==> src/rtl/mant_sub_seq_pkg.sv <==
// Shared definitions for the sequential mantissa subtractor: FSM encoding,
// default slice width and the slice-index width helper.
package mant_sub_seq_pkg;

  // FSM state encoding
  localparam logic [1:0] ST_IDLE = 2'd0;
  localparam logic [1:0] ST_RUN  = 2'd1;
  localparam logic [1:0] ST_DONE = 2'd2;

  // Bits processed per clock unless overridden
  localparam int SLICE_DEFAULT = 8;

  // Width of the slice index register; never narrower than one bit
  function automatic int idx_width(input int nslice);
    return (nslice > 1) ? $clog2(nslice) : 1;
  endfunction

endpackage

==> src/rtl/mant_sub_seq_sub_slice.sv <==
// One SLICE-bit subtract step: {cout, s} = a + ~b + cin.
// A carry-out of 1 means "no borrow" out of this slice.
module sub_slice
  import mant_sub_seq_pkg::*;
#(
  parameter int SLICE = SLICE_DEFAULT
) (
  input  logic [SLICE-1:0] i_a,
  input  logic [SLICE-1:0] i_b,
  input  logic             i_cin,
  output logic [SLICE-1:0] o_s,
  output logic             o_cout
);

  logic [SLICE:0] w_sum;

  assign w_sum  = {1'b0, i_a} + {1'b0, ~i_b} + {{SLICE{1'b0}}, i_cin};
  assign o_s    = w_sum[SLICE-1:0];
  assign o_cout = w_sum[SLICE];

endmodule

==> src/rtl/mant_sub_seq.sv <==
// Multi-cycle unsigned subtractor: diff = a - b, one SLICE-bit slice per
// clock starting at the LSB slice, with the borrow carried in a register
// between slices. A single sub_slice instance is reused for every slice.
module mant_sub_seq
  import mant_sub_seq_pkg::*;
#(
  parameter int WIDTH = 32,
  parameter int SLICE = SLICE_DEFAULT
) (
  input  logic             clk,
  input  logic             rst_n,
  input  logic             in_valid,
  output logic             in_ready,
  input  logic [WIDTH-1:0] a,
  input  logic [WIDTH-1:0] b,
  output logic             out_valid,
  input  logic             out_ready,
  output logic [WIDTH-1:0] diff,
  output logic             borrow,
  output logic             zero
);

  localparam int NSLICE = WIDTH / SLICE;
  localparam int IDXW   = idx_width(NSLICE);
  localparam logic [IDXW-1:0] LAST_IDX = IDXW'(NSLICE - 1);

  // Operand width must split evenly into slices
  if (((WIDTH % SLICE) != 0) || (WIDTH < SLICE)) begin : g_param_err
    $error("mant_sub_seq: WIDTH must be a positive multiple of SLICE");
  end

  logic [1:0]       r_state;
  logic [WIDTH-1:0] r_a;
  logic [WIDTH-1:0] r_b;
  logic [IDXW-1:0]  r_idx;
  logic             r_carry;
  logic [WIDTH-1:0] r_diff;
  logic             r_borrow;
  logic             r_zero;
  logic             r_out_valid;
  logic             r_in_ready;

  logic [SLICE-1:0] w_a_slice;
  logic [SLICE-1:0] w_b_slice;
  logic [SLICE-1:0] w_s;
  logic             w_cout;
  logic [WIDTH-1:0] w_diff_next;

  // Select the operand slices addressed by the current slice index
  always_comb begin
    w_a_slice = {SLICE{1'b0}};
    w_b_slice = {SLICE{1'b0}};
    for (int k = 0; k < NSLICE; k++) begin
      w_a_slice = w_a_slice | ({SLICE{r_idx == IDXW'(k)}} & r_a[k*SLICE +: SLICE]);
      w_b_slice = w_b_slice | ({SLICE{r_idx == IDXW'(k)}} & r_b[k*SLICE +: SLICE]);
    end
  end

  sub_slice #(
    .SLICE (SLICE)
  ) u_sub_slice (
    .i_a    (w_a_slice),
    .i_b    (w_b_slice),
    .i_cin  (r_carry),
    .o_s    (w_s),
    .o_cout (w_cout)
  );

  // Result word with the current slice replaced by this cycle's partial difference
  always_comb begin
    w_diff_next = r_diff;
    for (int k = 0; k < NSLICE; k++) begin
      w_diff_next[k*SLICE +: SLICE] = (r_idx == IDXW'(k)) ? w_s : r_diff[k*SLICE +: SLICE];
    end
  end

  // Control FSM plus operand, carry and result registers
  always_ff @(posedge clk or negedge rst_n) begin
    if (!rst_n) begin
      r_state     <= ST_IDLE;
      r_a         <= {WIDTH{1'b0}};
      r_b         <= {WIDTH{1'b0}};
      r_idx       <= {IDXW{1'b0}};
      r_carry     <= 1'b0;
      r_diff      <= {WIDTH{1'b0}};
      r_borrow    <= 1'b0;
      r_zero      <= 1'b0;
      r_out_valid <= 1'b0;
      r_in_ready  <= 1'b1;
    end else begin
      case (r_state)
        ST_IDLE: begin
          if (in_valid && r_in_ready) begin
            r_a        <= a;
            r_b        <= b;
            r_carry    <= 1'b1;   // +1 of the two's complement of b
            r_idx      <= {IDXW{1'b0}};
            r_in_ready <= 1'b0;
            r_state    <= ST_RUN;
          end
        end
        ST_RUN: begin
          r_diff  <= w_diff_next;
          r_carry <= w_cout;
          if (r_idx == LAST_IDX) begin
            r_borrow    <= ~w_cout;
            r_zero      <= (w_diff_next == {WIDTH{1'b0}});
            r_out_valid <= 1'b1;
            r_idx       <= {IDXW{1'b0}};
            r_state     <= ST_DONE;
          end else begin
            r_idx <= r_idx + IDXW'(1);
          end
        end
        ST_DONE: begin
          // New operands are only taken in the cycle after returning to IDLE
          if (out_ready) begin
            r_out_valid <= 1'b0;
            r_in_ready  <= 1'b1;
            r_state     <= ST_IDLE;
          end
        end
        default: begin
          r_out_valid <= 1'b0;
          r_in_ready  <= 1'b1;
          r_state     <= ST_IDLE;
        end
      endcase
    end
  end

  assign in_ready  = r_in_ready;
  assign out_valid = r_out_valid;
  assign diff      = r_diff;
  assign borrow    = r_borrow;
  assign zero      = r_zero;

endmodule

==> config.mk <==
export PLATFORM = sky130hd
export DESIGN_NAME = mant_sub_seq
export DESIGN_NICKNAME = d
export VERILOG_FILES = /design/src/rtl/mant_sub_seq_pkg.sv /design/src/rtl/mant_sub_seq_sub_slice.sv /design/src/rtl/mant_sub_seq.sv
export SDC_FILE = /design/constraint.sdc
export NUM_CORES = 1
export LEC_CHECK = 0
export ABC_AREA = 0
export CORE_MARGIN = 3
export CORE_UTILIZATION = 51
export DETAILED_ROUTE_END_ITERATION = 10
export GPL_TIMING_DRIVEN = 0
export PLACE_DENSITY_LB_ADDON = 0.12
export SETUP_SLACK_MARGIN = 0.02
export SKIP_LAST_GASP = 1
export SLEW_MARGIN = 10
export SYNTH_ARGS = -nofsm -noshare
export SYNTH_HDL_FRONTEND = slang
export SYNTH_SLANG_ARGS = --single-unit
==> constraint.sdc <==
create_clock -name clk -period 3.93 [get_ports clk]
set_clock_uncertainty 0.05 [all_clocks]
set_input_delay 0.5895 -clock clk [delete_from_list [all_inputs] [get_ports clk]]
set_output_delay 0.5895 -clock clk [all_outputs]
set_load 0.02 [all_outputs]
# After elaboration in Yosys (flattened, before gate mapping)
# Index checks and enable logic that the tools add are counted.
# word_totals
ff_bits	105
in_bits	68
output_inout_bits	36
wordCells	69
# classes
n_bitwise	18
eq_ne	8
add_sub_neg	3
n_reduce_logical	11
muxes	19
# ops
op	n
$and 8x8->8	8
$or 8x8->8	6
$logic_not 32->1	1
$mux 8	4
$mux 2	5
$add 8x8->9	1
$add 9x1->9	1
$reduce_and 3->1	3
$not 8->8	1
$eq 2x2->1 const B	3
$ne 2x2->1 const B	3
$pmux 1 s3	2
$pmux 2 s3	1
$reduce_and 2->1	3
$mux 1	5
$eq 2x1->1 const B	2
$logic_not 2->1	2
$pmux 2 s2	1
$not 1->1	3
$add 2x1->2 const B	1
$pmux 1 s2	1
$reduce_bool 2->1	1
$logic_and 1x1->1	1

# Longest topological paths before layout
# depth
word_depth	10
mapped_depth	14
depth_no_buf	12

# Cells and area by module
# From an unflattened synthesis, not the netlist that was laid out.
# hier_totals
cells_unflattened	382
area_unflattened_um2	4870.9
# by_module_without_submodules
mod	instances	area_each_um2	cells_each	seq_area_each_um2
mant_sub_seq	1	4516.8	332	2628.8
sub_slice	1	354.1	50	0.0

# Least setup slack after synthesis
# OpenSTA, ideal clock, no wires.
# synth_path
path_type	reg2reg
from	reg r_idx[0]
to	reg r_zero, in the netlist zero
t_arrival_ns	3.341
synth_period_minus_slack_ns	3.478
slack_ns	0.452
setup_time_ns	0.087
required_ns	3.793
path_buffers	2
stages_incl_launch_ff	15
cell_sequence	dfrtp_1 inv_1 ha_1 clkbuf_1 clkbuf_1 a22o_1 a221oi_1 fa_1 fa_1 nand2_1 and4bb_1 nor4b_2 o2111a_1 o2111ai_1 a211oi_2
# synth_between
elab_chain_cells	10
elab_cells_between_ends	27
cone_classes	add/sub (2); eq/ne (3); mux (4); bitwise (15); reduce/logical (3)
# synth_lines
element	line	rtl
start, declared	mant_sub_seq.sv:35	logic [IDXW-1:0] r_idx;
start signal, assigned	mant_sub_seq.sv:83	r_idx <= {IDXW{1'b0}};
start signal, assigned	mant_sub_seq.sv:97	r_idx <= {IDXW{1'b0}};
start signal, assigned	mant_sub_seq.sv:109	r_idx <= {IDXW{1'b0}};
$eq 2x1->1 or $logic_not 2->1 (tied branches)	mant_sub_seq.sv:54, mant_sub_seq.sv:55, mant_sub_seq.sv:73	
$and 8x8->8	mant_sub_seq.sv:55	w_b_slice = w_b_slice | ({SLICE{r_idx == IDXW'(k)}} & r_b[k*SLICE +: SLICE]);
$or 8x8->8 (3 in a row)	mant_sub_seq.sv:55	
$not 8->8	mant_sub_seq_sub_slice.sv:17	assign w_sum = {1'b0, i_a} + {1'b0, ~i_b} + {{SLICE{1'b0}}, i_cin};
$add 8x8->9	mant_sub_seq_sub_slice.sv:17	
$add 9x1->9	mant_sub_seq_sub_slice.sv:17	
$mux 8	mant_sub_seq.sv:73	w_diff_next[k*SLICE +: SLICE] = (r_idx == IDXW'(k)) ? w_s : r_diff[k*SLICE +: SLICE];
$logic_not 32->1	mant_sub_seq.sv:107	r_zero <= (w_diff_next == {WIDTH{1'b0}});
end signal, assigned	mant_sub_seq.sv:107	
end, declared	mant_sub_seq.sv:39	logic r_zero;
# Several ways; a longest one is shown, not always the timed one.
# A chain may end at the register's enable or synchronous reset.

# Final worst setup path
# layout_path
from	reg r_idx[1]
to	reg r_zero, in the netlist zero
# The elaborated chain is that of the path after synthesis.

==> impl_results.md <==
- Detailed placement HPWL: 8710 um
- Multiplexer share of the synthesized area: 15.0%
- Clock tree root buffer cell: sky130_fd_sc_hd__clkbuf_8
- Antenna violations before repair: 0
- Most numerous cell in the Yosys netlist: sky130_fd_sc_hd__dfrtp_1
- FILL cells: 724
- Die span in y: 103 um
- Post-layout minimum cycle time: 3.75 ns
- Basic-gate share of the synthesized area counting and, or, nand and nor cells: 8.39%
- Pleak: 0.00276 uW
- Dominant combinational cell family by area after synthesis: multiplexers
- Post-CTS Hold Buffers: 0
- Data arrival time of the critical path: 3.98 ns
- Complex-gate fraction of the synthesized area: 14.7%
- CTS H-tree lvls: 3
- Maximum clock path buffer count: 2
- RSZ-0062 raised after global routing: false
- GRT Total Usage: 23.1%
- Number of distinct library cell variants in the gate-level netlist after synthesis: 49
- RePlAce Congestion: 0.885
- Final antenna diode count: 0
- Met3 layer wire length in the routed design: 560 um
- CTS tree: yes
- Area added between synthesis and finish: 30.0%
- Insertion delay to the later sink of the worst-skew pair: 0.36 ns
- Via count of the first global-routing pass: 3715
- Initial DRT Pass Iterations: 4
- Async set-reset flop share out of synthesis: 100%
- Slew of the pin with the lowest slew margin: 0.733 ns
- Critical path class: reg -> reg
- Die Span X: 103 um
- Avg Vias per Cell: 5.73
- Top-area cell type share of the netlist area: 54.1%
- Total Die Area: 0.0106 sq mm
- Sequential Area: 0.00263 sq mm
- Share of the clock period used by the worst path: 95.4%
- Cell total after placement: 618
- Count of input and output buffers: 103
- Number of max-slew violations in the final report: 0
- Non-filler cells in the finished layout: 634
- Met1 Routed Length: 5150 um
- TritonCTS buffer count: 9
- Library cell with the largest summed area after synthesis: sky130_fd_sc_hd__dfrtp_1
- Clk pin slew, worst setup/hold paths: 0.10 ns
- Nets: 603
- # IOs: 104
- Largest cells by area after synthesis: sky130_fd_sc_hd__dfrtp_1 54%, sky130_fd_sc_hd__mux2_2 15%, sky130_fd_sc_hd__nand2_1 4.4%
- Maximum Capacitance Violations: 0
- Synthesis Warnings: 0
- Synthesized-area fraction occupied by adder cells: 3.69%
- Prevailing post-synth register cell: sky130_fd_sc_hd__dfrtp_1
- Cell area power density: 995 mW/mm^2
- Hold Path Class: in -> async
- Number of placement rows: 34
- Remaining routing DRC violations: 0
- Met2 WL: 5790 um
- Worst Setup End Kind: register
- Final hold viol count: 0
- Post-synth EDFFs: 0
- Number of instances in the synthesized netlist: 406
- Synthesized netlist net count: 487
- Standard cell core area: 0.00893 sq mm
- Core occupancy in the finished layout: 70.1%
- Area of combinational cells with multiple inputs: 0.00209 sq mm
- Syn avg cell area: 11.9 sq um
- Number of synthesized register bits: 105
- Share of layout cells above drive strength 1: 21.3%
- Starting density of the core: 53.9%
- Initial detailed-routing violation count: 133
- Uppermost routed layer: met4
- Post-route antenna net violation count: 0
- Maximum number of pins on one net before global-route repair: 54
- Global-route wire length before repair: 18600 um
- Post-synthesis instance area: 0.00481 sq mm
- Outcome: finished, final reports clean
- Worst-case vdd ir drop: 699 uV
- CTS Sinks: 105
- Share of the yosys chip area belonging to registers: 54.6%
- Remaining max-slew budget at the tightest pin: 50.8%
- Synthesized-area fraction occupied by xor and xnor cells: 0.884%
- Data required time at the worst endpoint: 4.16 ns
- Gr ovfl total: 0
- Highest net fanout along the worst path: 10
- Total number of vias: 3634
- Nature of the critical path startpoint: register
- Top cells by count, synth: 104 x sky130_fd_sc_hd__dfrtp_1, 64 x sky130_fd_sc_hd__mux2_2, 57 x sky130_fd_sc_hd__nand2_1
- Wire length reported by the detailed router: 11600 um
- Max Clock Freq: 267 MHz
- Final setup violating endpoints: 0
- WL/cell: 18.4 um
-- cell type report --
| cell class | instances | area share, % |
|---|---|---|
| sequential | 105 | 42.0 |
| multi-input combinational | 270 | 33.4 |
| timing repair buffer | 106 | 17.2 |
| tap | 108 | 2.16 |
| clock buffer | 11 | 2.10 |
| buffer | 20 | 1.68 |
| clock inverter | 4 | 0.879 |
| inverter | 10 | 0.600 |
-- flip-flops by register name, indices dropped and copies added (netlist names) --
signal	flops
out_valid	1
zero	1
r_carry	1
r_b	32
diff	32
r_state	2
r_idx	2
r_a	32
borrow	1
in_ready	1
-- routing by layer --
metal	track usage (%)	up-vias
met5	0	-
met4	9.86	0
met2	37.7	102
li1	-	1706
met3	4.13	11
met1	30.4	1815
-- metrics by stage --
stage	setup slack, ns	setup TNS (ns)	power, uW	hold WS, ns	instance area, sq um
floorplan	0.452	0	4040	0.244	4810
global placement	-1.60	-167.18	5200	0.411	5980
detailed placement	-0.473	-2.23	5310	0.427	6010
CTS	0.0370	0	6070	0.123	6230
global route	0.0264	0	6640	0.121	6260
finish	0.181	0	6230	0.108	6260
-- critical path, cell delays in order (launching register included) --
cell and delay [ns]:
sky130_fd_sc_hd__dfrtp_1 0.39, sky130_fd_sc_hd__inv_1 0.09, sky130_fd_sc_hd__ha_1 0.21, sky130_fd_sc_hd__buf_2 0.23
sky130_fd_sc_hd__clkbuf_2 0.26, sky130_fd_sc_hd__a22oi_1 0.25, sky130_fd_sc_hd__nand2_1 0.14, sky130_fd_sc_hd__fa_2 0.40
sky130_fd_sc_hd__fa_2 0.59, sky130_fd_sc_hd__nand2_1 0.05, sky130_fd_sc_hd__and4bb_1 0.25, sky130_fd_sc_hd__nor4b_2 0.20
sky130_fd_sc_hd__o2111a_1 0.20, sky130_fd_sc_hd__o2111ai_1 0.11, sky130_fd_sc_hd__a211oi_2 0.23
-- cells by family after synthesis --
family / count (synthesis)
xor gates and xnor gates: 4
AOI/OAI and AO/OA: 101
DFF: 105
and+or+nand+nor: 88
buffers and inverters: 31
muxes: 64
adders and majority gates: 13
-- worst paths after layout --
check	from	endpoint	slack, ns	depth (start not counted)
max	r_idx[1]	zero	0.18	14
min	rst_n	diff[26]	0.11	1
max reg2reg	r_idx[1]	zero	0.18	14
min reg2reg	diff[24]	diff[24]	0.44	2
max in group asynchronous	rst_n	in_ready	3.08	2
min in group clk	diff[24]	diff[24]	0.44	2
-- timing repair --
action,CTS,global route
pin swaps,0,2
gates resized for setup,9,11
setup endpoints to repair,11,11
setup buffers,0,2
-- power breakdown --
part,leakage [uW],switching [uW],internal (uW)
Sequential,0.00133,300,1570
Clock,0.0000896,356,294
Combinational,0.00135,2110,1600
-- cells in the final DEF, fill, tap and decap left out, drive strengths merged, types with 3 or more instances in the layout --
master	n
dfrtp	104
clkdlybuf4s50	102
mux2	64
nand2	57
o21ai	33
clkbuf	20
a22oi	18
buf	15
ha	11
inv	10
nor2	8
a21oi	8
a22o	7
a221oi	7
o31ai	6
nor3	5
nand2b	4
a21o	4
nor4	3
Note: power is estimated with default switching activity, not from simulation.
